$ cat src/rtl/sel_seq_pkg.sv
// -----------------------------------------------------------------------------
// sel_seq_pkg
// Shared definitions for the select sequencer slice.
//   mode_e     : run-mode encodings driven on the sequencer's mode port
//   code_t     : 2-bit select code fed to the downstream 2x4 decoder
//   CODE_RESET : code presented out of reset
// -----------------------------------------------------------------------------
package sel_seq_pkg;

    typedef enum logic [1:0] {
        MODE_HOLD = 2'b00,
        MODE_UP   = 2'b01,
        MODE_DOWN = 2'b10,
        MODE_STEP = 2'b11
    } mode_e;

    typedef logic [1:0] code_t;

    localparam code_t CODE_RESET = 2'b00;

endpackage

$ cat src/rtl/sel_prescaler.sv
// -----------------------------------------------------------------------------
// sel_prescaler
// Divides the clock for the run modes: tick is high on the cycle in which
// the sequencer should advance, once every div+1 enabled run cycles.
//
// Ports
//   clk, rst_n : clock, asynchronous active-low reset
//   en         : run enable; low clears the count
//   mode       : current mode
//   mode_q     : registered mode; a mismatch restarts the count
//   div        : divide value (0 = tick every enabled run cycle)
//   tick       : combinational advance strobe
// -----------------------------------------------------------------------------
module sel_prescaler
    import sel_seq_pkg::*;
#(
    parameter int PRESCALE_W = 4
) (
    input  logic                  clk,
    input  logic                  rst_n,
    input  logic                  en,
    input  mode_e                 mode,
    input  mode_e                 mode_q,
    input  logic [PRESCALE_W-1:0] div,
    output logic                  tick
);

    logic [PRESCALE_W-1:0] cnt;
    logic                  run_mode;
    logic                  restart;

    assign run_mode = (mode == MODE_UP) || (mode == MODE_DOWN);

    // Greater-or-equal rather than equality: if div is lowered below the
    // current count we tick immediately instead of waiting for a wrap.
    assign tick = en && run_mode && (cnt >= div);

    // Any mode change restarts the count so a new run starts from zero.
    assign restart = !en || !run_mode || (mode != mode_q);

    always_ff @(posedge clk or negedge rst_n) begin
        if (!rst_n) begin
            cnt <= '0;
        end else if (restart || tick) begin
            cnt <= '0;
        end else begin
            cnt <= cnt + PRESCALE_W'(1);
        end
    end

endmodule

$ cat src/rtl/select_sequencer.sv
// -----------------------------------------------------------------------------
// select_sequencer
// Generates a registered 2-bit select code for a 2x4 decoder. The code runs
// up or down at a prescaled rate, or single-steps up on rising edges of step.
//
// Configuration macro
//   SELECT_SEQUENCER_GRAY_EN : when defined the code walks the Gray sequence
//                              00,01,11,10; otherwise binary 00,01,10,11.
//
// Ports
//   clk, rst_n : clock, asynchronous active-low reset
//   en         : run enable; 0 freezes the code and clears the prescaler
//   mode       : 00 hold, 01 run up, 10 run down, 11 single-step up
//   step       : step request level (mode 11 only)
//   div        : run modes advance once every div+1 cycles
//   s1, s0     : registered select code, s1 is the MSB
//   adv        : one-cycle pulse in the cycle a new code first appears
//   wrap       : one-cycle pulse with adv when the code wraps
// -----------------------------------------------------------------------------
module select_sequencer
    import sel_seq_pkg::*;
#(
    parameter int PRESCALE_W = 4
) (
    input  logic                  clk,
    input  logic                  rst_n,
    input  logic                  en,
    input  logic [1:0]            mode,
    input  logic                  step,
    input  logic [PRESCALE_W-1:0] div,
    output logic                  s1,
    output logic                  s0,
    output logic                  adv,
    output logic                  wrap
);

    // Next code in the sequence for the given direction.
    function automatic code_t next_code(input code_t c, input logic up);
        code_t n;
`ifdef SELECT_SEQUENCER_GRAY_EN
        case (c)
            2'b00:   n = up ? 2'b01 : 2'b10;
            2'b01:   n = up ? 2'b11 : 2'b00;
            2'b11:   n = up ? 2'b10 : 2'b01;
            default: n = up ? 2'b00 : 2'b11;
        endcase
`else
        n = up ? c + 2'd1 : c - 2'd1;
`endif
        return n;
    endfunction

    // True when stepping from c in the given direction is the wrap move.
    function automatic logic is_wrap(input code_t c, input logic up);
        logic w;
`ifdef SELECT_SEQUENCER_GRAY_EN
        w = up ? (c == 2'b10) : (c == 2'b00);
`else
        w = up ? (c == 2'b11) : (c == 2'b00);
`endif
        return w;
    endfunction

    mode_e mode_cur;
    mode_e mode_q;
    logic  step_q;
    logic  tick;
    logic  step_adv;
    logic  adv_now;
    logic  dir_up;
    code_t code_q;

    assign mode_cur = mode_e'(mode);

    sel_prescaler #(
        .PRESCALE_W (PRESCALE_W)
    ) u_prescaler (
        .clk    (clk),
        .rst_n  (rst_n),
        .en     (en),
        .mode   (mode_cur),
        .mode_q (mode_q),
        .div    (div),
        .tick   (tick)
    );

    // step_q tracks step in every mode so a level already high on entry to
    // step mode does not count as a fresh request.
    assign step_adv = en && (mode_cur == MODE_STEP) && step && !step_q;
    assign adv_now  = tick || step_adv;
    assign dir_up   = (mode_cur != MODE_DOWN);

    always_ff @(posedge clk or negedge rst_n) begin
        if (!rst_n) begin
            mode_q <= MODE_HOLD;
            step_q <= 1'b0;
            code_q <= CODE_RESET;
            adv    <= 1'b0;
            wrap   <= 1'b0;
        end else begin
            mode_q <= mode_cur;
            step_q <= step;
            adv    <= adv_now;
            wrap   <= adv_now && is_wrap(code_q, dir_up);
            if (adv_now) begin
                code_q <= next_code(code_q, dir_up);
            end
        end
    end

    assign s1 = code_q[1];
    assign s0 = code_q[0];

endmodule

$ cat config.mk
export PLATFORM = sky130hd
export DESIGN_NAME = select_sequencer
export DESIGN_NICKNAME = d
export VERILOG_FILES = /design/src/rtl/sel_seq_pkg.sv /design/src/rtl/sel_prescaler.sv /design/src/rtl/select_sequencer.sv
export SDC_FILE = /design/constraint.sdc
export NUM_CORES = 1
export LEC_CHECK = 0
export ABC_CLOCK_PERIOD_IN_PS = 1500
export BUFFER_PORTS_ARGS = -buffer_cell sky130_fd_sc_hd__buf_4
export CAP_MARGIN = 20
export CORE_UTILIZATION = 30
export DETAILED_ROUTE_END_ITERATION = 7
export GPL_ROUTABILITY_DRIVEN = 0
export PLACE_DENSITY = 0.59
export SLEW_MARGIN = 20
export SYNTH_ARGS = -nofsm -noshare
export SYNTH_HDL_FRONTEND = slang
export SYNTH_SLANG_ARGS = --single-unit
export TNS_END_PERCENT = 1
$ cat constraint.sdc
create_clock -name clk -period 1.5 [get_ports clk]
set_input_delay 0.15 -clock clk [delete_from_list [all_inputs] [get_ports clk]]
set_output_delay 0.15 -clock clk [all_outputs]
set_load 0.02 [all_outputs]
### Word level (Yosys, flattened, before mapping)

Index checks and enable logic that the tools add are counted.

| cells by class | value |
|---|---|
| add/subtract/negate cells | 3 |
| mux-type cells | 3 |
| equality and inequality tests | 6 |
| $lt $le $gt $ge | 1 |
| reduce and logical (&&, ||, !) cells | 15 |

Operators with widths:

| cell | count |
|---|---|
| 2-bit == test (second input constant) | 3 |
| 1-bit logical AND | 6 |
| 1-bit logical OR | 5 |
| 4-bit by 1-bit adder with 4-bit output (second input constant) | 1 |
| 4-bit greater-or-equal comparator | 1 |
| 4-bit 2-to-1 mux | 1 |
| 1-bit zero test | 3 |
| 2-bit by 1-bit adder with 2-bit output (second input constant) | 1 |
| 2-bit by 1-bit == test with 1-bit output (second input constant) | 1 |
| 2-bit zero test | 1 |
| 2-bit 2-to-1 mux | 1 |
| 2-bit != test | 1 |
| 2-bit != test (second input constant) | 1 |
| 2-bit by 1-bit subtractor with 2-bit output (second input constant) | 1 |
| 1-bit 2-to-1 mux | 1 |

| word-level totals | value |
|---|---|
| flip-flop bits (word level) | 11 |
| logic and storage cells | 34 |
| output and inout bits | 4 |

### Logic depth before layout (Yosys ltp)

| logic depth | value |
|---|---|
| depth after elaboration | 7 |
| depth in mapped cells | 6 |

### By module

A second synthesis with hierarchy kept.

| second synthesis, totals | value |
|---|---|
| cell total of the unflattened synthesis | 51 |
| area, all modules | 571.8 sq um |

Modules (own cells, without submodules):

| module | times used | area an instance (sq um) | sequential area each (sq um) | cells each |
|---|---|---|---|---|
| sel_prescaler | 1 | 321.6 | 100.1 | 33 |
| select_sequencer | 1 | 250.2 | 175.2 | 18 |

### Worst setup path before layout

No wires, ideal clock.

| path | value |
|---|---|
| path type | reg2reg |
| start point | register u_prescaler.cnt[0] |
| end point | register u_prescaler.cnt[2] |
| period minus slack after synthesis | 1.663 ns |
| arrival time | 1.591 ns |
| stages on the path, launching flop included | 7 |
| path buffers | 0 |
| setup slack | -0.163 ns |
| cells stage by stage | dfrtp_1 inv_1 ha_1 nor3b_2 o21ai_1 or4_4 nor2_1 |

| between the ends | value |
|---|---|
| cells in the longest elaborated chain, start to end | 4 |
| elaborated cells on any way between the ends | 5 |
| classes of those cells | add/sub (1); order compare (1); mux (1); reduce/logical (2) |

RTL lines:

| element | line | RTL |
|---|---|---|
| start: declaration | sel_prescaler.sv:28 | `logic [PRESCALE_W-1:0] cnt;` |
| start signal: assignment | sel_prescaler.sv:47 | `cnt <= cnt + PRESCALE_W'(1);` |
| 4-bit greater-or-equal comparator | sel_prescaler.sv:36 | `assign tick = en && run_mode && (cnt >= div);` |
| 1-bit logical AND | sel_prescaler.sv:36 |  |
| 1-bit logical OR | sel_prescaler.sv:44 | `end else if (restart \|\| tick) begin` |
| 4-bit 2-to-1 mux * | sel_prescaler.sv:44 |  |

Mark *: on every way between the ends. The rest lies on a longest branch, timed or not.
A chain may end at the register's enable or synchronous reset.

### Worst setup path in the final report

| path | value |
|---|---|
| start point | register u_prescaler.cnt[3] |
| end point | register u_prescaler.cnt[2] |

| between the ends | value |
|---|---|
| cells in the longest elaborated chain, start to end | 4 |

RTL lines:

| element | line |
|---|---|
| 4-bit greater-or-equal comparator | sel_prescaler.sv:36 |
| 1-bit logical AND | sel_prescaler.sv:36 |
| 1-bit logical OR | sel_prescaler.sv:44 |
| 4-bit 2-to-1 mux | sel_prescaler.sv:44 |

No other way between the ends.

==> flow_metrics.py <==
metrics = {
    "final_layout": {
        "syn_to_final_growth_pct": 39.9,
        "num-nets-final": 98,
        "most-common-layout-cells": "buf_4 (20), dfrtp_1 (11), inv_1 (7), ha_1 (7), nor2_1 (6)",
        "finalNonFillerCells": 105,
        "drive_gt1_share_pct": 32.5,
        "final_common_cell": "buf_4",
        "nFillCells": 184,
        "n_antenna_cell": 0,
        "design_area_um2": 807,
    },
    "drt": {
        "firstDrtPassIters": 2,
        "drtIter0Drc": 4,
        "drc": 0,
        "wire_per_inst_um": 9.78,
        "wirelength_mm": 1.03,
        "via_per_inst": 4.26,
        "ant_nets": 0,
        "vias": 447,
    },
    "clock_tree": {
        "cts-htree-levels": 1,
        "cts_buffer_depth": 2,
        "cts_made_buffers": 3,
        "cts_tree": "done",
        "clk_latency_ps": 270,
        "clkSlewWorstSetupHoldPaths_ps": 70,
        "clock-sinks": 11,
        "cts_root_buf": "clkbuf_4",
    },
    "global_routing": {
        "grt_pass1_vias": 424,
        "grt_max_degree": 12,
        "globalRouteOverflowTotal": 0,
        "antenna_found_initial": 0,
        "grt_pass1_wl_mm": 1.66,
        "track_usage_pct": 12.1,
    },
    "placed_design": {
        "hpwl_um": 824,
        "io_buffers": 13,
        "place_inst": 98,
        "post-place-ws_ps": -193,
        "place_area_um2": 751,
    },
    "sta": {
        "fin_ws_ps": -185,
        "finalHoldViolations": 0,
        "fin_skew_ps": 5.33,
        "fmax_ghz": 0.594,
        "finalSetupViolations": 5,
        "rsz0062_at_grt": "yes",
        "relSlewSlack_pct": 85.7,
        "worst_pin_slew_ps": 214,
        "slew_violations": 0,
        "fin_crit_ps": 1680,
        "hold_ws_ps": 105,
        "fin_crit_sh_pct": 112,
    },
    "floorplanning": {
        "die_w_um": 45.9,
        "dieArea_um2": 2100,
        "die_h_um": 45.9,
        "coreArea_um2": 1760,
        "rows": 15,
        "start_util_pct": 32.7,
        "pin_count": 14,
    },
    "yosys": {
        "yosys_warnings": 0,
        "avgSynthCellArea_um2": 10.7,
        "syn_area_um2": 577,
        "synth.ff_latch_count": 11,
        "synth.distinct_cells": 17,
        "ys_seq_area_share_pct": 47.7,
        "synthCells": 54,
        "synth_nets": 71,
    },
    "critical_path": {
        "crit_path_max_fanout": 4,
        "start_kind": "flop",
        "reg2reg_depth": 5,
        "path_class": "flop to flop",
        "setup.worst_path.end_class": "flop",
        "arrival_ps": 1890,
        "cp_data_required_time_ps": 1700,
    },
    "power_and_ir_drop": {
        "pwr_density_cell_nw_per_um2": 981,
        "p_leak_uw": 0.000413,
        "fin_total_pwr_uw": 792,
        "ir_worst_vdd_mv": 0.612,
    },
    "run_status": {
        "violations": "negative setup slack",
        "status": "finished, violations left",
    },
    "worst_hold_path": {
        "hp-class": "input pin to flop",
        "whs_path_depth": 2,
    },
    "run": {
        "maxCapViolations": 0,
    },
}
-- logic make-up after synthesis --
kind of cell | after synthesis | synth area share [%]
fa+ha+maj | 7 | 15.2
flops | 11 | 47.7
compound gates | 7 | 7.37
simple gates | 15 | 14.5
xor+xnor | 7 | 10.6
buf+inv | 7 | 4.56
-- worst max-delay path: stages, from the launching register on --
cell	delay, ps
dfrtp_1	380
ha_1	300
a21oi_1	200
o21ai_1	120
or4_4	520
nor2_1	100
-- path summary, 6_finish.rpt --
path | startpoint | to | slack, ps
setup reg to reg | u_prescaler.cnt[3] | u_prescaler.cnt[2] | -180
setup / recovery | u_prescaler.cnt[3] | u_prescaler.cnt[2] | -180
hold reg to reg | code_q[1] | code_q[1] | 540
max in group asynchronous | rst_n | adv | 1100
min in group asynchronous | rst_n | u_prescaler.cnt[3] | 250
hold / removal | mode[1] | mode_q[1] | 100
-- layer usage --
metal	GRT usage, %	routed length [µm]
met1	13.6	460
met2	18.3	489
met3	2.38	36
met4	12.4	41
met5	0	0
-- synth_stat cells --
cell type  count  share of area (%)
xnor2_1        4                6.1
nand3_1        1               0.87
nand2_1        2                1.3
nand4b_1       1                1.5
o211ai_1       2                2.6
a21oi_1        3                2.6
nor2b_1        1                1.1
xor2_1         3                4.6
a21boi_0       1                1.3
dfrtp_1       11                 48
nor3b_2        1                2.2
nor2_1         7                4.6
o21ai_1        1               0.87
nand2b_1       1                1.1
inv_1          7                4.6
ha_1           7                 15
or4_4          1                2.0
-- registers in the layout, summed over array words and instances (netlist names) --
signal,count
adv,1
code_q,2
mode_q,2
step_q,1
u_prescaler.cnt,4
wrap,1
-- power breakdown --
group          internal (µW)  switching (µW)
Sequential               330            40.4
Clock                    103            99.1
Combinational            115             104
-- stage by stage --
step	utilization (%)	TNS, ps
after floorplan	-	-417
after global placement	42.6	-600
after detailed placement	42.6	-697
after CTS	45.7	-772
after global routing	45.7	-1360
final	45.7	-719
-- cell type report --
| cell class | instances | area (µm²) | area share [%] |
|---|---|---|---|
| timing repair buffer | 22 | 170 | 21.1 |
| tap | 25 | 31.3 | 3.88 |
| sequential | 11 | 275 | 34.1 |
| clock buffer | 4 | 26.3 | 3.26 |
| multi-input combinational | 36 | 278 | 34.4 |
| inverter | 7 | 26.3 | 3.26 |
-- repair_timing --
action	in CTS	in global routing
pin swaps	3	1
setup endpoints to repair	5	8
hold buffers	2	0
buffers inserted	1	0
gates resized for setup	1	0
hold endpoints to repair	12	0
Power figures use the tool's default switching activity.
